`src/rtl/line_feeder_if.sv`:
```
// line_feeder_if -- pixel-in / column-out stream bundle for line_feeder.
// master: upstream/downstream environment side; slave: the line_feeder block.
interface line_feeder_if #(
  parameter int IMG_W = 8
) ();
  localparam int COL_W = $clog2(IMG_W);

  logic             in_valid;
  logic             in_ready;
  logic [7:0]       in_data;
  logic             out_valid;
  logic             out_ready;
  logic [7:0]       data1;
  logic [7:0]       data2;
  logic [7:0]       data3;
  logic [COL_W-1:0] out_col;
  logic             frame_done;

  modport master (
    output in_valid, in_data, out_ready,
    input  in_ready, out_valid, data1, data2, data3, out_col, frame_done
  );

  modport slave (
    input  in_valid, in_data, out_ready,
    output in_ready, out_valid, data1, data2, data3, out_col, frame_done
  );
endinterface

```
`src/rtl/line_feeder.sv`:
```
// line_feeder -- turns a raster pixel stream into vertical 3-tap columns
// (rows r-2, r-1, r) using two line buffers, with a one-deep output register.
// Optional feature: define LINE_FEEDER_ZERO_PAD_EN to also emit columns for
// rows 0 and 1 with the missing taps forced to zero.
module line_feeder #(
  parameter int IMG_W = 8,
  parameter int IMG_H = 8
) (
  input logic         clk,
  input logic         rst_n,
  line_feeder_if.slave bus
);
  localparam int COL_W = $clog2(IMG_W);
  localparam int ROW_W = $clog2(IMG_H);

  logic [7:0]       lb_old [IMG_W];
  logic [7:0]       lb_mid [IMG_W];

  logic [COL_W-1:0] col_q;
  logic [ROW_W-1:0] row_q;
  logic             out_valid_q;
  logic [7:0]       d1_q, d2_q, d3_q;
  logic [COL_W-1:0] out_col_q;
  logic             frame_done_q;

  logic             in_ready_c;
  logic             hs_in;
  logic             emit;
  logic             col_last;
  logic             row_last;
  logic [7:0]       tap_old;
  logic [7:0]       tap_mid;

  // Handshake, wrap detection and tap selection for the pixel at (row_q, col_q)
  always_comb begin
    in_ready_c = !out_valid_q || bus.out_ready;
    hs_in      = bus.in_valid && in_ready_c;
    col_last   = (col_q == COL_W'(IMG_W - 1));
    row_last   = (row_q == ROW_W'(IMG_H - 1));
`ifdef LINE_FEEDER_ZERO_PAD_EN
    emit       = hs_in;
    tap_old    = (row_q < ROW_W'(2)) ? '0 : lb_old[col_q];
    tap_mid    = (row_q == '0)       ? '0 : lb_mid[col_q];
`else
    emit       = hs_in && (row_q >= ROW_W'(2));
    tap_old    = lb_old[col_q];
    tap_mid    = lb_mid[col_q];
`endif
  end

  // Raster position counters: column advances per pixel, row on column wrap
  always_ff @(posedge clk or negedge rst_n) begin
    if (!rst_n) begin
      col_q <= '0;
      row_q <= '0;
    end else if (hs_in) begin
      if (col_last) begin
        col_q <= '0;
        row_q <= row_last ? '0 : row_q + 1'b1;
      end else begin
        col_q <= col_q + 1'b1;
      end
    end
  end

  // Line buffers shift vertically at the current column; contents need no reset
  always_ff @(posedge clk) begin
    if (hs_in) begin
      lb_old[col_q] <= lb_mid[col_q];
      lb_mid[col_q] <= bus.in_data;
    end
  end

  // Output register: load on emit (no bubble), drop after downstream accept, else hold
  always_ff @(posedge clk or negedge rst_n) begin
    if (!rst_n) begin
      out_valid_q <= 1'b0;
      d1_q        <= '0;
      d2_q        <= '0;
      d3_q        <= '0;
      out_col_q   <= '0;
    end else if (emit) begin
      out_valid_q <= 1'b1;
      d1_q        <= tap_old;
      d2_q        <= tap_mid;
      d3_q        <= bus.in_data;
      out_col_q   <= col_q;
    end else if (bus.out_ready) begin
      out_valid_q <= 1'b0;
    end
  end

  // One-cycle end-of-frame pulse after the last pixel is accepted
  always_ff @(posedge clk or negedge rst_n) begin
    if (!rst_n) begin
      frame_done_q <= 1'b0;
    end else begin
      frame_done_q <= hs_in && col_last && row_last;
    end
  end

  assign bus.in_ready   = in_ready_c;
  assign bus.out_valid  = out_valid_q;
  assign bus.data1      = d1_q;
  assign bus.data2      = d2_q;
  assign bus.data3      = d3_q;
  assign bus.out_col    = out_col_q;
  assign bus.frame_done = frame_done_q;

endmodule

```
`src/flat_wrapper.sv`:
```
// flat-port wrapper written by rule: the top's interface ports become plain ports
module line_feeder_flat 
#(
  parameter int IMG_W = 8,
  parameter int IMG_H = 8
)
  (clk, rst_n, bus_in_valid, bus_in_data, bus_out_ready, bus_in_ready, bus_out_valid, bus_data1, bus_data2, bus_data3, bus_out_col, bus_frame_done);
  line_feeder_if #(.IMG_W(IMG_W)) bus_i ();
  input logic clk;
  input logic rst_n;
  input wire logic [$bits(bus_i.in_valid)-1:0] bus_in_valid;
  input wire logic [$bits(bus_i.in_data)-1:0] bus_in_data;
  input wire logic [$bits(bus_i.out_ready)-1:0] bus_out_ready;
  output wire logic [$bits(bus_i.in_ready)-1:0] bus_in_ready;
  output wire logic [$bits(bus_i.out_valid)-1:0] bus_out_valid;
  output wire logic [$bits(bus_i.data1)-1:0] bus_data1;
  output wire logic [$bits(bus_i.data2)-1:0] bus_data2;
  output wire logic [$bits(bus_i.data3)-1:0] bus_data3;
  output wire logic [$bits(bus_i.out_col)-1:0] bus_out_col;
  output wire logic [$bits(bus_i.frame_done)-1:0] bus_frame_done;
  assign bus_i.in_valid = bus_in_valid;
  assign bus_i.in_data = bus_in_data;
  assign bus_i.out_ready = bus_out_ready;
  assign bus_in_ready = bus_i.in_ready;
  assign bus_out_valid = bus_i.out_valid;
  assign bus_data1 = bus_i.data1;
  assign bus_data2 = bus_i.data2;
  assign bus_data3 = bus_i.data3;
  assign bus_out_col = bus_i.out_col;
  assign bus_frame_done = bus_i.frame_done;
  line_feeder #(.IMG_W(IMG_W), .IMG_H(IMG_H)) u_core (.clk(clk), .rst_n(rst_n), .bus(bus_i));
endmodule
```
`config.mk`:
```
export PLATFORM = sky130hd
export DESIGN_NAME = line_feeder_flat
export DESIGN_NICKNAME = d
export VERILOG_FILES = /design/src/rtl/line_feeder_if.sv /design/src/rtl/line_feeder.sv /design/src/flat_wrapper.sv
export SDC_FILE = /design/constraint.sdc
export NUM_CORES = 1
export LEC_CHECK = 0
export CAP_MARGIN = 20
export CORE_UTILIZATION = 28
export DETAILED_ROUTE_END_ITERATION = 10
export GPL_TIMING_DRIVEN = 0
export PLACE_DENSITY = 0.51
export SYNTH_ARGS = -nofsm -noshare
export SYNTH_HDL_FRONTEND = slang
export SYNTH_SLANG_ARGS = --single-unit
```
`constraint.sdc`:
```
create_clock -name clk -period 3.8 [get_ports clk]
set_clock_uncertainty 0.2 [all_clocks]
set_input_delay 0.76 -clock clk [delete_from_list [all_inputs] [get_ports clk]]
set_output_delay 0.76 -clock clk [all_outputs]
set_load 0.1 [all_outputs]
```
# [After elaboration in Yosys (flattened, before gate mapping)]
# Memory sizes are Yosys's and may differ from the RTL's. A register that Yosys moved wholly into a read port is not among the register bits.
# Index checks and enable logic that the tools add are counted.
[totals] regBits=27 ramBits=128 in_bits=12 out_inout_bits=30 word_cells=29 n_memories=2
[classes] addsub=2 order_cmp=1 n_eq_ne=2 mux=6 reduce_logical=9
[memory_table] name="u_core.lb_mid" depth=8 width=8 read_ports=1 rd_ports_with_merged_regs=0 write_ports=1 line="line_feeder.sv:17" text="logic [7:0] lb_mid [IMG_W];"
[memory_table] name="u_core.lb_old" depth=8 width=8 read_ports=1 rd_ports_with_merged_regs=1 write_ports=1 line="line_feeder.sv:16" text="logic [7:0] lb_old [IMG_W];"
[ops] operator="adder 3 x 1 -> 3 bit (second input constant)" count=2
[ops] operator="equality test 3 bit (second input constant)" count=2
[ops] operator="2-to-1 mux 3 bit" count=2
[ops] operator="logical AND 1 bit" count=4
[ops] operator="2-to-1 mux 1 bit" count=4
[ops] operator=">= comparator 3 x 2 -> 1 bit (second input constant)" count=1
[ops] operator="logical NOT 1 bit" count=2
[ops] operator="AND reduction 2 bit" count=1
[ops] operator="nonzero test 2 bit" count=1
[ops] operator="logical OR 1 bit" count=1

# [Depth between registers and ports, before layout]
# Gate-level depths: netlist of run 1.
[depth] depth_word=5 depth_mapped=6 ltp_nobuf=5

# [Least setup slack after synthesis of run 1]
# Ideal clock, no wire load.
[synth_path] kind="register -> register" startpoint="reg u_core.out_valid_q, in the netlist u_core.bus.out_valid" endpoint="mem u_core.lb_mid[6][0], enable pin" setup_time_ns=0.409 arrival_ns=2.835 required_ns=3.191 setup_slack_ns=0.356 stages_incl_launch_ff=5 path_buffers=1 synth_period_minus_slack_ns=3.444 cell_sequence="dfrtp_1 -> nand2b_1 -> buf_2 -> nand2_1 -> nor3_1"
[synth_between] elab_chain_len=5
[synth_lines] element="start: declaration" line="line_feeder.sv:21" text="logic out_valid_q;"
[synth_lines] element="start signal: assignment" line="line_feeder.sv:77" text="out_valid_q <= 1'b0;"
[synth_lines] element="start signal: assignment" line="line_feeder.sv:83" text="out_valid_q <= 1'b1;"
[synth_lines] element="start signal: assignment" line="line_feeder.sv:89" text="out_valid_q <= 1'b0;"
[synth_lines] element="logical NOT 1 bit" line="line_feeder.sv:36" text="in_ready_c = !out_valid_q || bus.out_ready;"
[synth_lines] element="logical OR 1 bit" line="line_feeder.sv:36"
[synth_lines] element="named net bus_in_ready" line="flat_wrapper.sv:14" text="output wire logic [$bits(bus_i.in_ready)-1:0] bus_in_ready;"
[synth_lines] element="logical AND 1 bit" line="line_feeder.sv:37" text="hs_in = bus.in_valid && in_ready_c;"
[synth_lines] element="2-to-1 mux 1 bit" line="line_feeder.sv:68" text="if (hs_in) begin"
[synth_lines] element="2-to-1 mux 1 bit (not written as such)" line="line_feeder.sv:70" text="lb_mid[col_q] <= bus.in_data;"
[synth_lines] element="end: declaration" line="line_feeder.sv:17"
# The timed path passes the listed nets, and every way through them passes these cells.

# [Worst setup path in the final report of run 1]
[layout_path] startpoint="in bus_out_ready" endpoint="out bus_in_ready"
[layout_between] elab_chain_len=1
[layout_lines] element="start: declaration" line="flat_wrapper.sv:13" text="input wire logic [$bits(bus_i.out_ready)-1:0] bus_out_ready;"
[layout_lines] element="logical OR 1 bit" line="line_feeder.sv:36"
[layout_lines] element="end: declaration" line="flat_wrapper.sv:14"
# No other way between the ends.

==> results of run 1 <==
worst max-delay path by stage:
stage | slack, ps | cells after the start | end
floorplan | 360 | 4 | u_core.lb_mid[6][0]
global placement | -1100 | 5 | u_core.lb_mid[6][6]
detailed placement | 210 | 4 | bus_in_ready
CTS | 200 | 4 | bus_in_ready
global route | 110 | 4 | bus_in_ready
finish | 220 | 4 | bus_in_ready
routing by layer:
metal,vias to the layer above,part of all wire (%)
li1,1564,-
met1,1740,45
met2,96,48
met3,18,4.6
met4,0,2.0
met5,-,0
sequential cells by signal, indices dropped and copies added (netlist names):
| name | cells |
|---|---|
| u_core.lb_mid | 64 |
| u_core.lb_old | 64 |
| u_core.bus.data1 | 8 |
| u_core.bus.data2 | 8 |
| u_core.bus.data3 | 8 |
| u_core.bus.out_col | 3 |
| u_core.col_q | 3 |
| u_core.row_q | 3 |
| u_core.bus.frame_done | 1 |
| u_core.bus.out_valid | 1 |
worst max-delay path: stages:
cell and delay [ps]:
clkdlybuf4s50_1 440, nand2b_1 90, buf_2 180, clkdlybuf4s50_1 1150
synth_stat cells, types with 6 or more instances:
cell type and instances:
a21o_1 7, a221oi_1 9, a31oi_1 6, buf_2 11
dfrtp_1 35, edfxtp_1 128, mux2_4 8, mux4_2 18
nand2_1 43, nor2_1 37, nor3_1 6
cells by family after synthesis:
group | Yosys count
compound gates | 46
flops | 163
mux | 33
fa+ha+maj | 4
buf+inv | 22
simple gates | 101
cell type report:
type / count / share of cell area [%]
sequential: 163 / 60.85
tap: 280 / 4.517
buffer: 20 / 1.436
clock inverter: 6 / 0.6614
inverter: 2 / 0.09679
multi-input combinational: 184 / 18.95
clock buffer: 26 / 6.695
timing repair buffer: 50 / 6.791
stage by stage:
step	cells	hold slack, ps	instance area [um2]
after floorplan	369	264.4	6281
after global placement	690	263.7	7042
after detailed placement	699	266.9	7186
after CTS	731	59.82	7756
after global routing	731	72.26	7756
final	731	63.26	7756
==> metrics.yaml, run 1 <==
fin_util_pct: 35.43
netlist_top_cells_area: "edfxtp_1 (61%), dfrtp_1 (14%), mux4_2 (6.5%)"
tritoncts: "built"
numCtsBuffers: 17
cp_max_fo: 8
cts.reportedPaths.clkPinSlew_ps: 60
antenna_found_initial: 0
fin_tns_setup_ps: 0
synth_mux_area_share_pct: 9.602
rr_endpoint: "u_core.lb_mid[1][2]"
drc: 0
worst_slew_pin_slew_ps: 1059
synth_edf_count: 128
drt_iter0_drc: 229
final.min_clock_period_ps: 3581
holdBufCountCts: 0
nets: 454
synth_flop_cell: "edfxtp_1"
register_area_um2: 4720
grt_remaining_overflow: 0
drive_gt1_share_pct: 19.73
post_synth.cell_area_avg_um2: 17.02
rr_worst_depth: 6
hold_path_class: "in -> async"
cp.required_ps: 2840
gp_congestion: 0.7107
die_area_um2: 23040
area_delta_synth_final_pct: 23.49
pre_cts_ws_ps: 209.0
multiInputGateArea_um2: 1470
port_buffers: 41
slew_headroom_pct: 29.38
yosysTopAreaCell: "edfxtp_1"
vias: 3418
post-cts-setup-buffers: 0
netlist_instances: 369
drt-total-wl_mm: 14.85
ff2ff_setup_slack_ps: 800
layout.cells.most_common: "edfxtp_1"
endpoint_kind: "output port"
max-cap-violations: 0
synth_fa_ha_area_share_pct: 0.7968
synth_top_family_by_area: "multiplexers"
fin_ws_ps: 219.2
htree_levels: 4
synth-xor-area-share_pct: 0
die-width_um: 151.8
ys_ff_latch: 163
die_y_um: 151.8
track_usage_pct: 14.14
yosys.area_share.simple_pct: 6.753
detail-route-antenna-nets: 0
design.core.area_um2: 21890
setup_viol: 0
r2r-start: "u_core.col_q[0]"
synth_fp_nets: 385
synth_compound_gate_area_share_pct: 5.817
start_kind: "primary input"
cp-startpoint: "bus_out_ready"
use_met1_pct: 18.40
via_per_inst: 4.676
first_global_vias: 3633
clock_latency_ps: 420
netlist_area_um2: 6281
fillCellCount: 2108
dr.pass1.iters: 4
synth.yosys.seq_area_share_pct: 75.14
final_cell_mix: "edfxtp_1 (128), nand2_1 (43), clkdlybuf4s50_1 (40), dfrtp_1 (35), nor2_1 (34)"
hpwl_mm: 9.744
clockBufferDepth: 2
rows: 54
clkSinkCount: 163
busiest_layer: "met2"
grt_max_degree: 24
n_antenna_cell: 0
clock_tree.root_cell: "clkbuf_16"
synthArstFlopShare_pct: 21.47
grt_pass1_wl_mm: 22.48
path_class: "in -> out"
initial_utilization_pct: 28.69
ys_warn_count: 0
status: "finished clean"
hold_viol_final: 0
grtUsageMet2_pct: 22.34
rsz0062_at_grt: "false"
routedWlPerCell_um: 20.31
pin_count: 42
globalRouteMet3Util_pct: 3.802
synth.distinct_cells: 37
cts_resized: 0
critPathArrivalTime_ps: 2620
maxSlewViolCount: 0
synth_top_area_share_pct: 61.20
fin_crit_sh_pct: 94.23
fmax_mhz: 279.3
Power of run 1 is left out: the tool's default activity adds up to more than one toggle a clock period on the data nets, which glitch-free logic cannot reach.
==> run 2: changes to the inputs <==
--- a/config.mk
+++ b/config.mk
@@ -6,6 +6,7 @@
 export NUM_CORES = 1
 export LEC_CHECK = 0
 export CAP_MARGIN = 20
+export CORE_MARGIN = 3
 export CORE_UTILIZATION = 28
 export DETAILED_ROUTE_END_ITERATION = 10
 export GPL_TIMING_DRIVEN = 0
==> run 2 against run 1 <==
  * Register-to-register slack about the same
  * Critical endpoint unchanged
  * Flip-flop and latch count stayed put
  * Critical path depth unchanged
  * Sequential share of layout area fell by 0.76 points
  * Core utilization is 0.34 points higher
  * Critical path type unchanged
  * Clock-buffer cell count shrank 4
  * Via count is 0.18% higher
==> metrics.yaml, run 2 (same netlist as run 1, synthesis figures left out) <==
max-cap-violations: 0
rows: 54
ff2ff_setup_slack_ps: 790
fillCellCount: 2074
drive_gt1_share_pct: 20.31
clock_latency_ps: 420
detail-route-antenna-nets: 0
grtUsageMet2_pct: 19.96
drc: 0
drt_iter0_drc: 231
final_area_um2: 7854
cts.reportedPaths.clkPinSlew_ps: 60
vias: 3424
critPathArrivalTime_ps: 2620
multiInputGateArea_um2: 1470
clock_tree.root_cell: "clkbuf_16"
placed_cell_area_um2: 7201
n_antenna_cell: 0
initial_utilization_pct: 28.60
nets: 456
clockBufferDepth: 2
hold_path_class: "reg -> reg"
grt_max_degree: 33
die_y_um: 155.8
post-cts-setup-buffers: 0
first_global_vias: 3564
routedWlPerCell_um: 20.15
reg.largest.list: "u_core.lb_mid (64), u_core.lb_old (64)"
final_cell_mix: "edfxtp_1 (128), nand2_1 (43), clkdlybuf4s50_1 (40), dfrtp_1 (35), nor2_1 (34)"
r2r-start: "u_core.col_q[1]"
design.core.area_um2: 21960
globalRouteMet3Util_pct: 3.412
cp_max_fo: 8
layout.cells.most_common: "edfxtp_1"
numCtsBuffers: 17
cts_resized: 0
cp.required_ps: 2840
tritoncts: "built"
fin_ws_ps: 218.7
grt_pass1_wl_mm: 22.31
hp-start: "u_core.bus.out_col[1]"
die-width_um: 155.8
pre_cts_ws_ps: 215.7
endpoint_kind: "output port"
setup_viol: 0
pin_count: 42
rr_endpoint: "u_core.lb_old[6][6]"
start_kind: "primary input"
gp_congestion: 0.7488
drt-total-wl_mm: 14.77
use_met1_pct: 17.26
register_area_um2: 4720
track_usage_pct: 12.74
worst_slew_pin_slew_ps: 1033
hold_path_depth: 2
via_per_inst: 4.671
fmax_mhz: 279.2
busiest_layer: "met2"
antenna_found_initial: 0
worstHoldEndpoint: "u_core.bus.out_col[1]"
dr.pass1.iters: 4
die_area_um2: 24270
maxSlewViolCount: 0
fin_crit_sh_pct: 94.24
hpwl_mm: 9.623
grt_remaining_overflow: 0
status: "finished clean"
hold_viol_final: 0
path_class: "in -> out"
final.min_clock_period_ps: 3581
port_buffers: 41
rsz0062_at_grt: "false"
area_delta_synth_final_pct: 25.04
holdBufCountCts: 1
htree_levels: 4
clkSinkCount: 163
slew_headroom_pct: 31.14
rr_worst_depth: 7
==> run 2: cell count changes in the layout (fill, tap and decap cells not counted) <==
cell,change
clkinv_1,-2
buf_8,+1
clkbuf_8,-4
clkinvlp_4,+2
dlygate4sd3_1,+1
bufinv_16,+4
==> run 2: critical path, cell delays in order <==
cell	delay, ps
clkdlybuf4s50_1	450
nand2b_1	90
buf_2	170
clkdlybuf4s50_1	1150
==> run 2: worst max-delay path by stage <==
stage                                    start                  end
after global routing             bus_out_ready         bus_in_ready
final                            bus_out_ready         bus_in_ready
after detailed placement         bus_out_ready         bus_in_ready
after floorplan           u_core.bus.out_valid  u_core.lb_mid[6][0]
after global placement           bus_out_ready  u_core.lb_mid[6][1]
after CTS                        bus_out_ready         bus_in_ready
==> run 2: cell type report <==
type / count / area share [%]
flip-flops and latches: 163 / 60.09
multi-input cells: 184 / 18.72
repair buffers: 52 / 7.026
clock buffers: 22 / 5.910
well taps: 280 / 4.461
clock inverters: 10 / 2.278
plain buffers: 20 / 1.418
inverters: 2 / 0.09559
==> run 2: metal layers <==
metal  vias to the layer above  part of all wire (%)
met3                         4                   7.0
met4                         0                  0.47
met1                      1756                    43
li1                       1560                     -
met2                       104                    49
met5                         -                     0
==> run 2: stage by stage <==
stage	hold WS, ps	util, %	setup TNS [ps]	instances
after floorplan	264.4	-	0	369
after global placement	260.9	32.07	-63950	690
after detailed placement	267.8	32.79	0	700
after CTS	285.8	35.77	0	733
after global routing	305.9	35.77	0	733
final	275.3	35.77	0	733
Power of run 2 is left out for the same reason.
